**src/rtl/matmul_ctrl.sv**
```systemverilog
// N x N unsigned matrix-multiply sequencer: streams X/Y reads, accumulates modulo 2**DATA_WIDTH, writes Z.
// Optional build macro MATMUL_CTRL_ABORT_EN adds an 'abort' input that cancels a run in progress.
module matmul_ctrl #(
  parameter int DATA_WIDTH  = 32,
  parameter int ADDR_WIDTH  = 6,
  parameter int VECTOR_SIZE = 8
) (
  input  logic                  clock,
  input  logic                  reset,
  input  logic                  start,
`ifdef MATMUL_CTRL_ABORT_EN
  input  logic                  abort,
`endif
  output logic                  busy,
  output logic                  done,
  output logic [ADDR_WIDTH-1:0] x_rd_addr,
  input  logic [DATA_WIDTH-1:0] x_dout,
  output logic [ADDR_WIDTH-1:0] y_rd_addr,
  input  logic [DATA_WIDTH-1:0] y_dout,
  output logic [ADDR_WIDTH-1:0] z_wr_addr,
  output logic                  z_wr_en,
  output logic [DATA_WIDTH-1:0] z_din,
  output logic [31:0]           cycle_count
);

  localparam logic [ADDR_WIDTH-1:0] N_A  = ADDR_WIDTH'(VECTOR_SIZE);
  localparam logic [ADDR_WIDTH-1:0] LAST = ADDR_WIDTH'(VECTOR_SIZE - 1);

  typedef enum logic [1:0] {IDLE, RUN, DRAIN, WRITE} state_t;

  state_t                  state, state_nxt;
  logic [ADDR_WIDTH-1:0]   i_idx, j_idx, k_idx;
  logic                    vld_p1;
  logic [DATA_WIDTH-1:0]   acc_p1;
  logic                    abort_req;

  // Unsigned product truncated to DATA_WIDTH, accumulated with natural wrap.
  function automatic logic [DATA_WIDTH-1:0] wrap_mac(input logic [DATA_WIDTH-1:0] acc,
                                                     input logic [DATA_WIDTH-1:0] a,
                                                     input logic [DATA_WIDTH-1:0] b);
    logic [DATA_WIDTH-1:0] prod;
    prod = a * b;
    return acc + prod;
  endfunction

`ifdef MATMUL_CTRL_ABORT_EN
  assign abort_req = abort && (state != IDLE);
`else
  assign abort_req = 1'b0;
`endif

  assign z_din = acc_p1;

  always_comb begin
    state_nxt = state;
    busy      = 1'b0;
    z_wr_en   = 1'b0;
    x_rd_addr = '0;
    y_rd_addr = '0;
    z_wr_addr = '0;
    case (state)
      IDLE: begin
        if (start) state_nxt = RUN;
      end
      RUN: begin
        busy      = 1'b1;
        x_rd_addr = i_idx * N_A + k_idx;
        y_rd_addr = k_idx * N_A + j_idx;
        if (k_idx == LAST) state_nxt = DRAIN;
      end
      DRAIN: begin
        busy      = 1'b1;
        state_nxt = WRITE;
      end
      WRITE: begin
        busy      = 1'b1;
        z_wr_en   = 1'b1;
        z_wr_addr = i_idx * N_A + j_idx;
        state_nxt = ((i_idx == LAST) && (j_idx == LAST)) ? IDLE : RUN;
      end
      default: state_nxt = IDLE;
    endcase
    if (abort_req) state_nxt = IDLE;
  end

  always_ff @(posedge clock or negedge reset) begin
    if (!reset) begin
      state       <= IDLE;
      i_idx       <= '0;
      j_idx       <= '0;
      k_idx       <= '0;
      done        <= 1'b0;
      cycle_count <= '0;
      vld_p1      <= 1'b0;
      acc_p1      <= '0;
    end else begin
      state <= state_nxt;
      // Stage p0 -> p1: read data returns one cycle after its address was issued in RUN.
      vld_p1 <= (state == RUN) && !abort_req;
      if (busy) cycle_count <= cycle_count + 32'd1;
      if (abort_req) begin
        acc_p1 <= '0;
        k_idx  <= '0;
      end else begin
        case (state)
          IDLE: begin
            if (start) begin
              done        <= 1'b0;
              cycle_count <= '0;
              i_idx       <= '0;
              j_idx       <= '0;
              k_idx       <= '0;
              acc_p1      <= '0;
            end
          end
          RUN: begin
            k_idx <= k_idx + 1'b1;
            if (vld_p1) acc_p1 <= wrap_mac(acc_p1, x_dout, y_dout);
          end
          DRAIN: begin
            acc_p1 <= wrap_mac(acc_p1, x_dout, y_dout);
          end
          WRITE: begin
            acc_p1 <= '0;
            k_idx  <= '0;
            if (j_idx == LAST) begin
              j_idx <= '0;
              if (i_idx == LAST) begin
                i_idx <= '0;
                done  <= 1'b1;
              end else begin
                i_idx <= i_idx + 1'b1;
              end
            end else begin
              j_idx <= j_idx + 1'b1;
            end
          end
          default: ;
        endcase
      end
    end
  end

endmodule

```
**config.mk**
```make
export PLATFORM = sky130hd
export DESIGN_NAME = matmul_ctrl
export DESIGN_NICKNAME = d
export VERILOG_FILES = /design/src/rtl/matmul_ctrl.sv
export SDC_FILE = /design/constraint.sdc
export NUM_CORES = 1
export LEC_CHECK = 0
export BUFFER_PORTS_ARGS = -buffer_cell sky130_fd_sc_hd__buf_2
export CAP_MARGIN = 5
export CORE_MARGIN = 5
export CORE_UTILIZATION = 25
export CTS_CLUSTER_SIZE = 8
export DETAILED_ROUTE_END_ITERATION = 10
export HOLD_SLACK_MARGIN = 0.15
export SETUP_SLACK_MARGIN = 0.02
export SKIP_LAST_GASP = 1
export SYNTH_ARGS = -nofsm -noshare
export SYNTH_HDL_FRONTEND = slang
export SYNTH_SLANG_ARGS = --single-unit
```
**constraint.sdc**
```tcl
create_clock -name clock -period 13.6 [get_ports clock]
set_input_delay 0.68 -clock clock [delete_from_list [all_inputs] [get_ports clock]]
set_output_delay 0.68 -clock clock [all_outputs]
set_load 0.01 [all_outputs]
```
==> impl_metrics.tcl, run 1 <==
set metrics [dict create \
    cp_max_fo 32 \
    worst-path-buf-inv 7 \
    finalNetCount 3028 \
    crit_family "adder cells" \
    ys_warn_count 0 \
    finalHoldViolCount 0 \
    synth_cell_types 71 \
    core_area_um2 83700 \
    status "finished, final reports clean" \
    synth-seq-cells 86 \
    wirelength_um 60500 \
    top_level_ports 152 \
    synth_area_leaders "fa_1 (42%), dfrtp_1 (10%), and2_1 (9.9%)" \
    clock-sinks 86 \
    fp.dieH_um 301 \
    synth_nets 2970 \
    netlist_area_um2 21100 \
    cts_tree "built" \
    die_w_um 301 \
    synth_edf_count 0 \
    period_share_pct 55.3 \
    drv_slew 0 \
    async_flop_share_pct 100 \
    synth_largest_area_cell "fa_1" \
    dpl.hpwl_um 48500 \
    rsz0062_at_grt "no" \
    crit_slowest_cell "fa_1" \
    synth_flop_cell "dfrtp_1" \
    path_cells "buf_2 > and2_1 > fa_1 > fa_1 > fa_1 > inv_1 > fa_1 > inv_1 > fa_1 > inv_1 > fa_1 > inv_1 > fa_1 > inv_1 > fa_1 > inv_1 > ha_1 > a21o_1 > o211a_1 > a211o_2 > a31o_1 > o21a_1 > o21a_1 > o41ai_2" \
    drc 0 \
    setup_viol 0 \
    layout_commonest_cell "inv_1" \
    cts_buffer_depth 2 \
    first_pass_iters 5 \
    fp-row-count 106 \
    clk_latency_ns 0.36 \
    first_iter_violations 842 \
    ctsRootBufferMaster "clkbuf_16" \
    drive_above_1_share_pct 8.12 \
    cp_data_required_time_ns 13.85 \
    arrival_ns 7.77 \
    initial_utilization_pct 25.2 \
    synth_top_area_share_pct 41.8 \
    path_clk_slew_ns 0.07 \
    cts_buffers 9 \
    clock-skew-final_ns 0.0138 \
    tightest_slew_ns 0.985 \
    port_buffers 151 \
    antenna_found_initial 19 \
    crit_top_cell "fa_1" \
    h-tree-depth 3 \
    end_kind "flop" \
    post_cts_resized 0 \
    hold_buffers 0 \
    hp-class "input pin to async pin" \
    die_area_um2 90300 \
    mostFrequentLayoutCells "inv_1 (507), fa_1 (441), and2_1 (333)" \
    syn_inst 2327 \
    post_synth.cell_area_avg_um2 9.07 \
    postCtsSetupRepairBufs 0 \
    grt_pass1_wl_um 97200 \
    num_vias 15300 \
    start_kind "input pin" \
    period_minus_slack_ns 7.52 \
    wl_per_cell_um 17.1 \
    drtAntennaViolNets 0 \
    maxSlewHeadroom_pct 34.3 \
    grt_overflow 0 \
    tns_ns 0 \
    cap_viol_max_count 0 \
    grt_max_degree 72 \
    grt_pass1_vias 16800 \
    gr-usage-all-layers_pct 13.6 \
    area_growth_pct 10.1 \
    via_per_inst 4.33 \
    globalplace.congestion 0.837 \
    fmax_ghz 0.133 \
    ys_seq_area_share_pct 10.2 \
    path_class "input pin to flop" \
    cpPeakStageDelay_ns 0.53 \
]
-- cell families after synthesis --
logic type               share of synthesized area, %
multiplexers                                    0.380
AND/OR/NAND/NOR                                  18.7
AO/OA/AOI/OAI                                    5.46
adder cells (fa/ha/maj)                          49.9
XOR/XNOR                                         4.30
flip-flops                                       10.2
buffers and inverters                            11.1
-- cell type report --
| type | instances | area (um2) |
|---|---|---|
| diodes | 10 | 25.0 |
| clock buffers | 10 | 239 |
| clock inverters | 6 | 97.6 |
| fillers | 8979 | 60500 |
| inverters | 507 | 1900 |
| multi-input cells | 1625 | 16600 |
| flip-flops and latches | 86 | 2150 |
| well taps | 1134 | 1420 |
| repair buffers | 156 | 796 |
-- path summary, 6_finish.rpt --
kind / start / end / slack, ns / depth (start not counted)
setup reg to reg: z_din[18]$_DFFE_PN0P_ / z_din[29]$_DFFE_PN0P_ / 6.57 / 22
hold / removal: reset / cycle_count[22]$_DFF_PN0_ / 0.17 / 1
setup / recovery: y_dout[0] / z_din[29]$_DFFE_PN0P_ / 6.08 / 24
max in group asynchronous: reset / z_din[27]$_DFFE_PN0P_ / 12.18 / 2
hold reg to reg: i_idx[5]$_DFFE_PN0P_ / i_idx[5]$_DFFE_PN0P_ / 0.49 / 1
min in group clock: i_idx[5]$_DFFE_PN0P_ / i_idx[5]$_DFFE_PN0P_ / 0.49 / 1
-- flip-flops by register name, indices dropped and copies added, names as in the netlist --
name,flops
state,2
z_din,32
j_idx,6
done,1
i_idx,6
k_idx,6
cycle_count,32
vld_p1,1
-- layer usage --
layer  vias to the layer above  share of wire, %  track usage [%]
met1                      7810                45             18.6
met3                        46               7.4             3.43
met2                       397                47             22.6
met5                         -              0.11                0
li1                       7026                 -                -
met4                        12               1.1             1.77
-- cell usage after synthesis (all sizes together), types with 13 or more instances --
master  instances
a21oi          27
dfrtp          86
ha            135
o21ai          51
inv           507
and2          334
o22ai          13
xor2           32
nor3           15
fa            441
clkbuf         99
nor2           44
nand2         294
xnor2          69
nand3          34
-- worst register-to-register path, stage by stage, from the launching register on --
cell     delay, ns
dfrtp_1       0.49
fa_1          0.54
fa_1          0.51
fa_1          0.50
inv_1         0.06
fa_1          0.53
inv_1         0.06
fa_1          0.49
inv_1         0.05
fa_1          0.53
inv_1         0.05
fa_1          0.48
inv_1         0.05
fa_1          0.48
inv_1         0.07
ha_1          0.38
a21o_1        0.25
o211a_1       0.22
a211o_2       0.31
a31o_1        0.25
o21a_1        0.19
o21a_1        0.17
o41ai_2       0.27
-- per-stage QoR --
step | instance area [um2] | util, % | hold slack (ns) | instances | worst slack, ns
6_report | 23200 | 27.8 | 0.168 | 3534 | 6.08
5_1_grt | 23200 | 27.8 | 0.167 | 3531 | 5.68
4_1_cts | 23200 | 27.7 | 0.159 | 3524 | 6.08
3_5_place_dp | 22900 | 27.3 | 0.481 | 3508 | 5.73
3_3_place_gp | 22900 | 27.3 | 0.483 | 3508 | 5.77
2_1_floorplan | 21100 | - | 0.384 | 2327 | 6.16
Power of run 1 is not shown: default switching activity piles up to over one toggle a cycle in this logic, so the estimate is an artifact.
==> inputs of run 2 (changes only) <==
Settings changed: ABC_AREA set to 1.
Clock period 13.6 ns to 7.7 ns, I/O delays scaled along.
==> run 2 against run 1 <==
Global-route usage is 0.24 points higher. Sequential share of layout area decreased by 0.46 points. Die area grew 5.1%. Utilization down 0.055 points. Wire length increased by 7.7%. Clock skew is 0.0055 ns lower. Register-to-register slack got worse by 5.6 ns. Via count grew 18%.
==> impl_metrics.tcl, run 2 <==
set metrics [dict create \
    synth_nets 3611 \
    grt_util_met1_pct 19.3 \
    layout_commonest_cell "inv_1" \
    period_minus_slack_ns 6.78 \
    ctsRootBufferMaster "clkbuf_16" \
    arrival_ns 7.02 \
    path_class "input pin to flop" \
    nFillCells 9548 \
    top_level_ports 152 \
    finalNetCount 3686 \
    ys_seq_area_share_pct 9.69 \
    clock-sinks 86 \
    finalHoldViolCount 0 \
    synth_area_leaders "fa_1 (40%), inv_1 (16%), nand2_1 (14%)" \
    crit_slowest_cell "fa_1" \
    start_kind "input pin" \
    ys_warn_count 0 \
    synth-seq-cells 86 \
    cts_buffers 9 \
    synth_largest_area_cell "fa_1" \
    wirelength_um 65100 \
    post_dp_cell_area_um2 24100 \
    rsz0062_at_grt "no" \
    h-tree-depth 3 \
    num_vias 18000 \
    globalplace.congestion 0.890 \
    crit_top_cell "fa_1" \
    mostFrequentLayoutCells "inv_1 (950), nand2_1 (805), fa_1 (441)" \
    tns_ns 0 \
    die_area_um2 94900 \
    dpl.hpwl_um 55200 \
    drive_above_1_share_pct 7.55 \
    cts_tree "built" \
    grt_max_degree 45 \
    synth_flop_cell "dfrtp_1" \
    fp.dieH_um 308 \
    area_growth_pct 10.1 \
    worstReg2RegStart "z_din[18]$_DFFE_PN0P_" \
    maxSlewHeadroom_pct 40.3 \
    hp-class "input pin to flop" \
    status "finished, final reports clean" \
    synthTopCellsByCount "inv_1 (950), nand2_1 (805), fa_1 (441)" \
    antenna_found_initial 17 \
    wl_per_cell_um 15.4 \
    synth_cell_types 50 \
    post_cts_resized 0 \
    initial_utilization_pct 25.2 \
    port_buffers 151 \
    gr-usage-all-layers_pct 13.9 \
    grt_pass1_vias 18900 \
    drc 0 \
    fmax_ghz 0.148 \
    netlist_area_um2 22200 \
    cpPeakStageDelay_ns 0.56 \
    core_area_um2 88200 \
    grt_overflow 0 \
    cp_max_fo 20 \
    die_w_um 308 \
    post-synth-top-count-cell "inv_1" \
    drv_slew 0 \
    async_flop_share_pct 100 \
    path_clk_slew_ns 0.08 \
    grt_pass1_wl_um 105000 \
    cts_buffer_depth 2 \
    clk_latency_ns 0.35 \
    drtAntennaViolNets 0 \
    stdcell_area_um2 24400 \
    first_iter_violations 1022 \
    use_met2_pct 22.2 \
    crit_start "y_dout[6]" \
    fp-row-count 109 \
    cap_viol_max_count 0 \
    crit_family "adder cells" \
    cp_data_required_time_ns 7.94 \
    setup_viol 0 \
    via_per_inst 4.26 \
    synth_edf_count 0 \
    end_kind "flop" \
    tightest_slew_ns 0.896 \
    worst-path-buf-inv 8 \
    synth_top_area_share_pct 39.7 \
    period_share_pct 88.0 \
    first_pass_iters 5 \
    post_synth.cell_area_avg_um2 7.48 \
    grt_use_met3_pct 3.28 \
    busiest_layer "met2" \
    syn_inst 2968 \
    min_from "start" \
    clock-skew-final_ns 0.00828 \
]
[run 2: final timing paths]
| path | endpoint | slack (ns) | cells after the start |
|---|---|---|---|
| hold / removal | cycle_count[0]$_DFF_PN0_ | 0.37 | 4 |
| hold reg to reg | cycle_count[31]$_DFF_PN0_ | 0.47 | 1 |
| max in group asynchronous | cycle_count[16]$_DFF_PN0_ | 6.09 | 3 |
| setup / recovery | z_din[29]$_DFFE_PN0P_ | 0.92 | 30 |
| min in group asynchronous | j_idx[1]$_DFFE_PN0P_ | 0.60 | 2 |
| setup reg to reg | z_din[29]$_DFFE_PN0P_ | 1.02 | 27 |
[run 2: routing by layer]
layer  part of all wire [%]  up-vias
li1                       -     8547
met1                     45     8769
met2                     45      553
met3                    8.2       94
met4                    2.2       12
met5                   0.11        -
[run 2: cell families (layout without fill, tap and decap cells)]
kind of cell    count (synthesis)  count (layout)  share of synthesized area [%]
flops                          86              86                           9.69
fa+ha+maj                     576             576                           47.4
other cells                     0               8                              0
mux                             1               1                         0.0451
buf+inv                      1074            1154                           18.5
compound gates                196             196                           4.82
xor+xnor                       22              22                          0.868
simple gates                 1013            1013                           18.7
[run 2: tightest hold or removal path: cells and delay by family]
family | cells | cell delay, ns
and+or+nand+nor | 2 | 0.12
buffers and inverters | 1 | 0.10
AOI/OAI and AO/OA | 1 | 0.06
[run 2: final cells by class]
| class | instances | area (um2) | share of cell area [%] |
|---|---|---|---|
| well taps | 1165 | 1460 | 5.96 |
| diodes | 8 | 20.0 | 0.0819 |
| multi-input cells | 1808 | 15900 | 65.2 |
| clock inverters | 6 | 50.0 | 0.205 |
| repair buffers | 178 | 976 | 3.99 |
| clock buffers | 10 | 239 | 0.978 |
| flip-flops and latches | 86 | 2150 | 8.80 |
| inverters | 960 | 3610 | 14.8 |
[run 2: what timing repair did]
action / CTS / global route
endpoints found under the hold margin: 42 / 0
hold buffers: 1 / 0
setup buffers: 0 / 0
[run 2: through the flow]
step | hold WS (ns) | setup slack (ns) | std cells | utilization, %
3_5_place_dp | 0.448 | 0.615 | 4196 | 27.3
5_1_grt | 0.377 | 0.531 | 4215 | 27.7
4_1_cts | 0.357 | 0.954 | 4213 | 27.7
6_report | 0.371 | 0.921 | 4221 | 27.7
2_1_floorplan | 0.0894 | 1.04 | 2968 | -
3_3_place_gp | 0.439 | 0.600 | 4196 | 27.3
Power of run 2 is left out for the same reason.
==> inputs of run 3 (changes only) <==
Settings changed: ABC_AREA 1 to unset, CORE_ASPECT_RATIO set to 0.5.
==> run 3 against run 2 <==
Final cell count down 16%. Maximum frequency decreased by 4.8%. Sequential share of layout area grew 0.44 points. Global-route usage shrank 0.24 points. Register-to-register slack got worse by 0.44 ns. Clock skew is 0.0069 ns higher. Flip-flop and latch count is the same. Hold slack improved by 0.016 ns. Utilization grew 0.12 points. Highest routed layer is now met4. Clock-buffer cell count is 1 lower. Final area is 4.7% lower. Largest cell class unchanged.
==> impl_metrics.tcl, run 3 (synthesis gave the netlist of run 1 again) <==
set metrics [dict create \
    min_from "start" \
    finalNonFillerCells 3525 \
    cp_data_required_time_ns 7.96 \
    wl_per_cell_um 17.0 \
    ctsRootBufferMaster "clkbuf_16" \
    tns_ns 0 \
    dp.cells 3506 \
    die_w_um 421 \
    grt_pass1_wl_um 97200 \
    post_cts_resized 0 \
    num_vias 15600 \
    timing.rr.end "z_din[29]$_DFFE_PN0P_" \
    grt_overflow 0 \
    wirelength_um 59900 \
    port_buffers 151 \
    grt_max_degree 55 \
    antenna_found_initial 5 \
    clk_latency_ns 0.37 \
    clock-skew-final_ns 0.0152 \
    gr-usage-all-layers_pct 13.6 \
    drv_slew 0 \
    period_minus_slack_ns 7.12 \
    drive_above_1_share_pct 8.72 \
    mostFrequentLayoutCells "inv_1 (507), fa_1 (441), and2_1 (333)" \
    path_cells "inv_1 > fa_1 > fa_1 > inv_1 > fa_1 > inv_1 > fa_1 > inv_1 > fa_1 > fa_1 > fa_1 > inv_1 > fa_1 > inv_1 > ha_1 > nand2_1 > nor3_1 > nand4_1 > o41ai_1 > a31o_1 > o21a_1 > nor3_1 > o41ai_2" \
    cap_viol_max_count 0 \
    hp-class "input pin to flop" \
    maxSlewHeadroom_pct 36.0 \
    fp.dieH_um 215 \
    grt_pass1_vias 17100 \
    globalplace.congestion 0.897 \
    fmax_ghz 0.140 \
    die_area_um2 90700 \
    finalNetCount 3045 \
    top_level_ports 152 \
    initial_utilization_pct 25.2 \
    crit_slowest_cell "fa_1" \
    via_per_inst 4.44 \
    path_clk_slew_ns 0.08 \
    h-tree-depth 3 \
    crit_family "adder cells" \
    first_pass_iters 5 \
    cpPeakStageDelay_ns 0.55 \
    crit_top_cell "fa_1" \
    period_share_pct 92.5 \
    arrival_ns 7.39 \
    cts_buffer_depth 2 \
    path_class "flop to flop" \
    postCtsSetupRepairBufs 0 \
    dpl.hpwl_um 50600 \
    status "finished, final reports clean" \
    cp_max_fo 7 \
    worst-path-buf-inv 6 \
    end_kind "flop" \
    area_growth_pct 10.4 \
    drc 0 \
    layout_commonest_cell "inv_1" \
    ff2ff_path_depth 23 \
    cts_tree "built" \
    rrSetupSlack_ns 0.58 \
    drtAntennaViolNets 0 \
    whs_path_depth 2 \
    first_iter_violations 876 \
    worstReg2RegStart "z_din[24]$_DFFE_PN0P_" \
    hold_buffers 1 \
    start_kind "flop" \
    cts_buffers 9 \
    tightest_slew_ns 0.960 \
    finalHoldViolCount 0 \
    nFillCells 8930 \
    setup_viol 0 \
    fp-row-count 75 \
    hold_end "cycle_count[4]$_DFF_PN0_" \
    core_area_um2 83700 \
    clock-sinks 86 \
    rsz0062_at_grt "no" \
]
## run 3: layout make-up
cell class	instances	area, um2	share of cell area [%]
repair buffers	173	926	3.97
inverters	507	1900	8.17
flip-flops and latches	86	2150	9.24
multi-input cells	1625	16600	71.3
clock buffers	9	225	0.967
diodes	2	5.00	0.0215
well taps	1116	1400	5.99
clock inverters	7	86.3	0.371
## run 3: through the flow
stage	hold WS, ns	utilization, %	area [um2]	setup WS, ns
2_1_floorplan	0.0894	-	21100	0.553
3_3_place_gp	0.378	27.4	23000	0.357
3_5_place_dp	0.376	27.4	23000	0.294
4_1_cts	0.361	27.8	23300	0.585
5_1_grt	0.383	27.8	23300	0.287
6_report	0.387	27.8	23300	0.579
## run 3: per-layer routing
metal	wire (um)	vias up	GRT usage, %
met1	25000	8102	17.2
met4	2250	0	4.75
met5	0	-	0
met3	3380	80	2.29
li1	-	7063	-
met2	29300	398	23.5
## run 3: how the worst max path moves through the flow
stage                                 end  cells after the start             startpoint
floorplan           z_din[29]$_DFFE_PN0P_                     26             x_dout[12]
global placement    z_din[29]$_DFFE_PN0P_                     26              y_dout[6]
detailed placement  z_din[29]$_DFFE_PN0P_                     22              y_dout[8]
CTS                 z_din[29]$_DFFE_PN0P_                     23  z_din[24]$_DFFE_PN0P_
global route        z_din[29]$_DFFE_PN0P_                     23  z_din[24]$_DFFE_PN0P_
finish              z_din[29]$_DFFE_PN0P_                     23  z_din[24]$_DFFE_PN0P_
Power of run 3 is left out for the same reason.
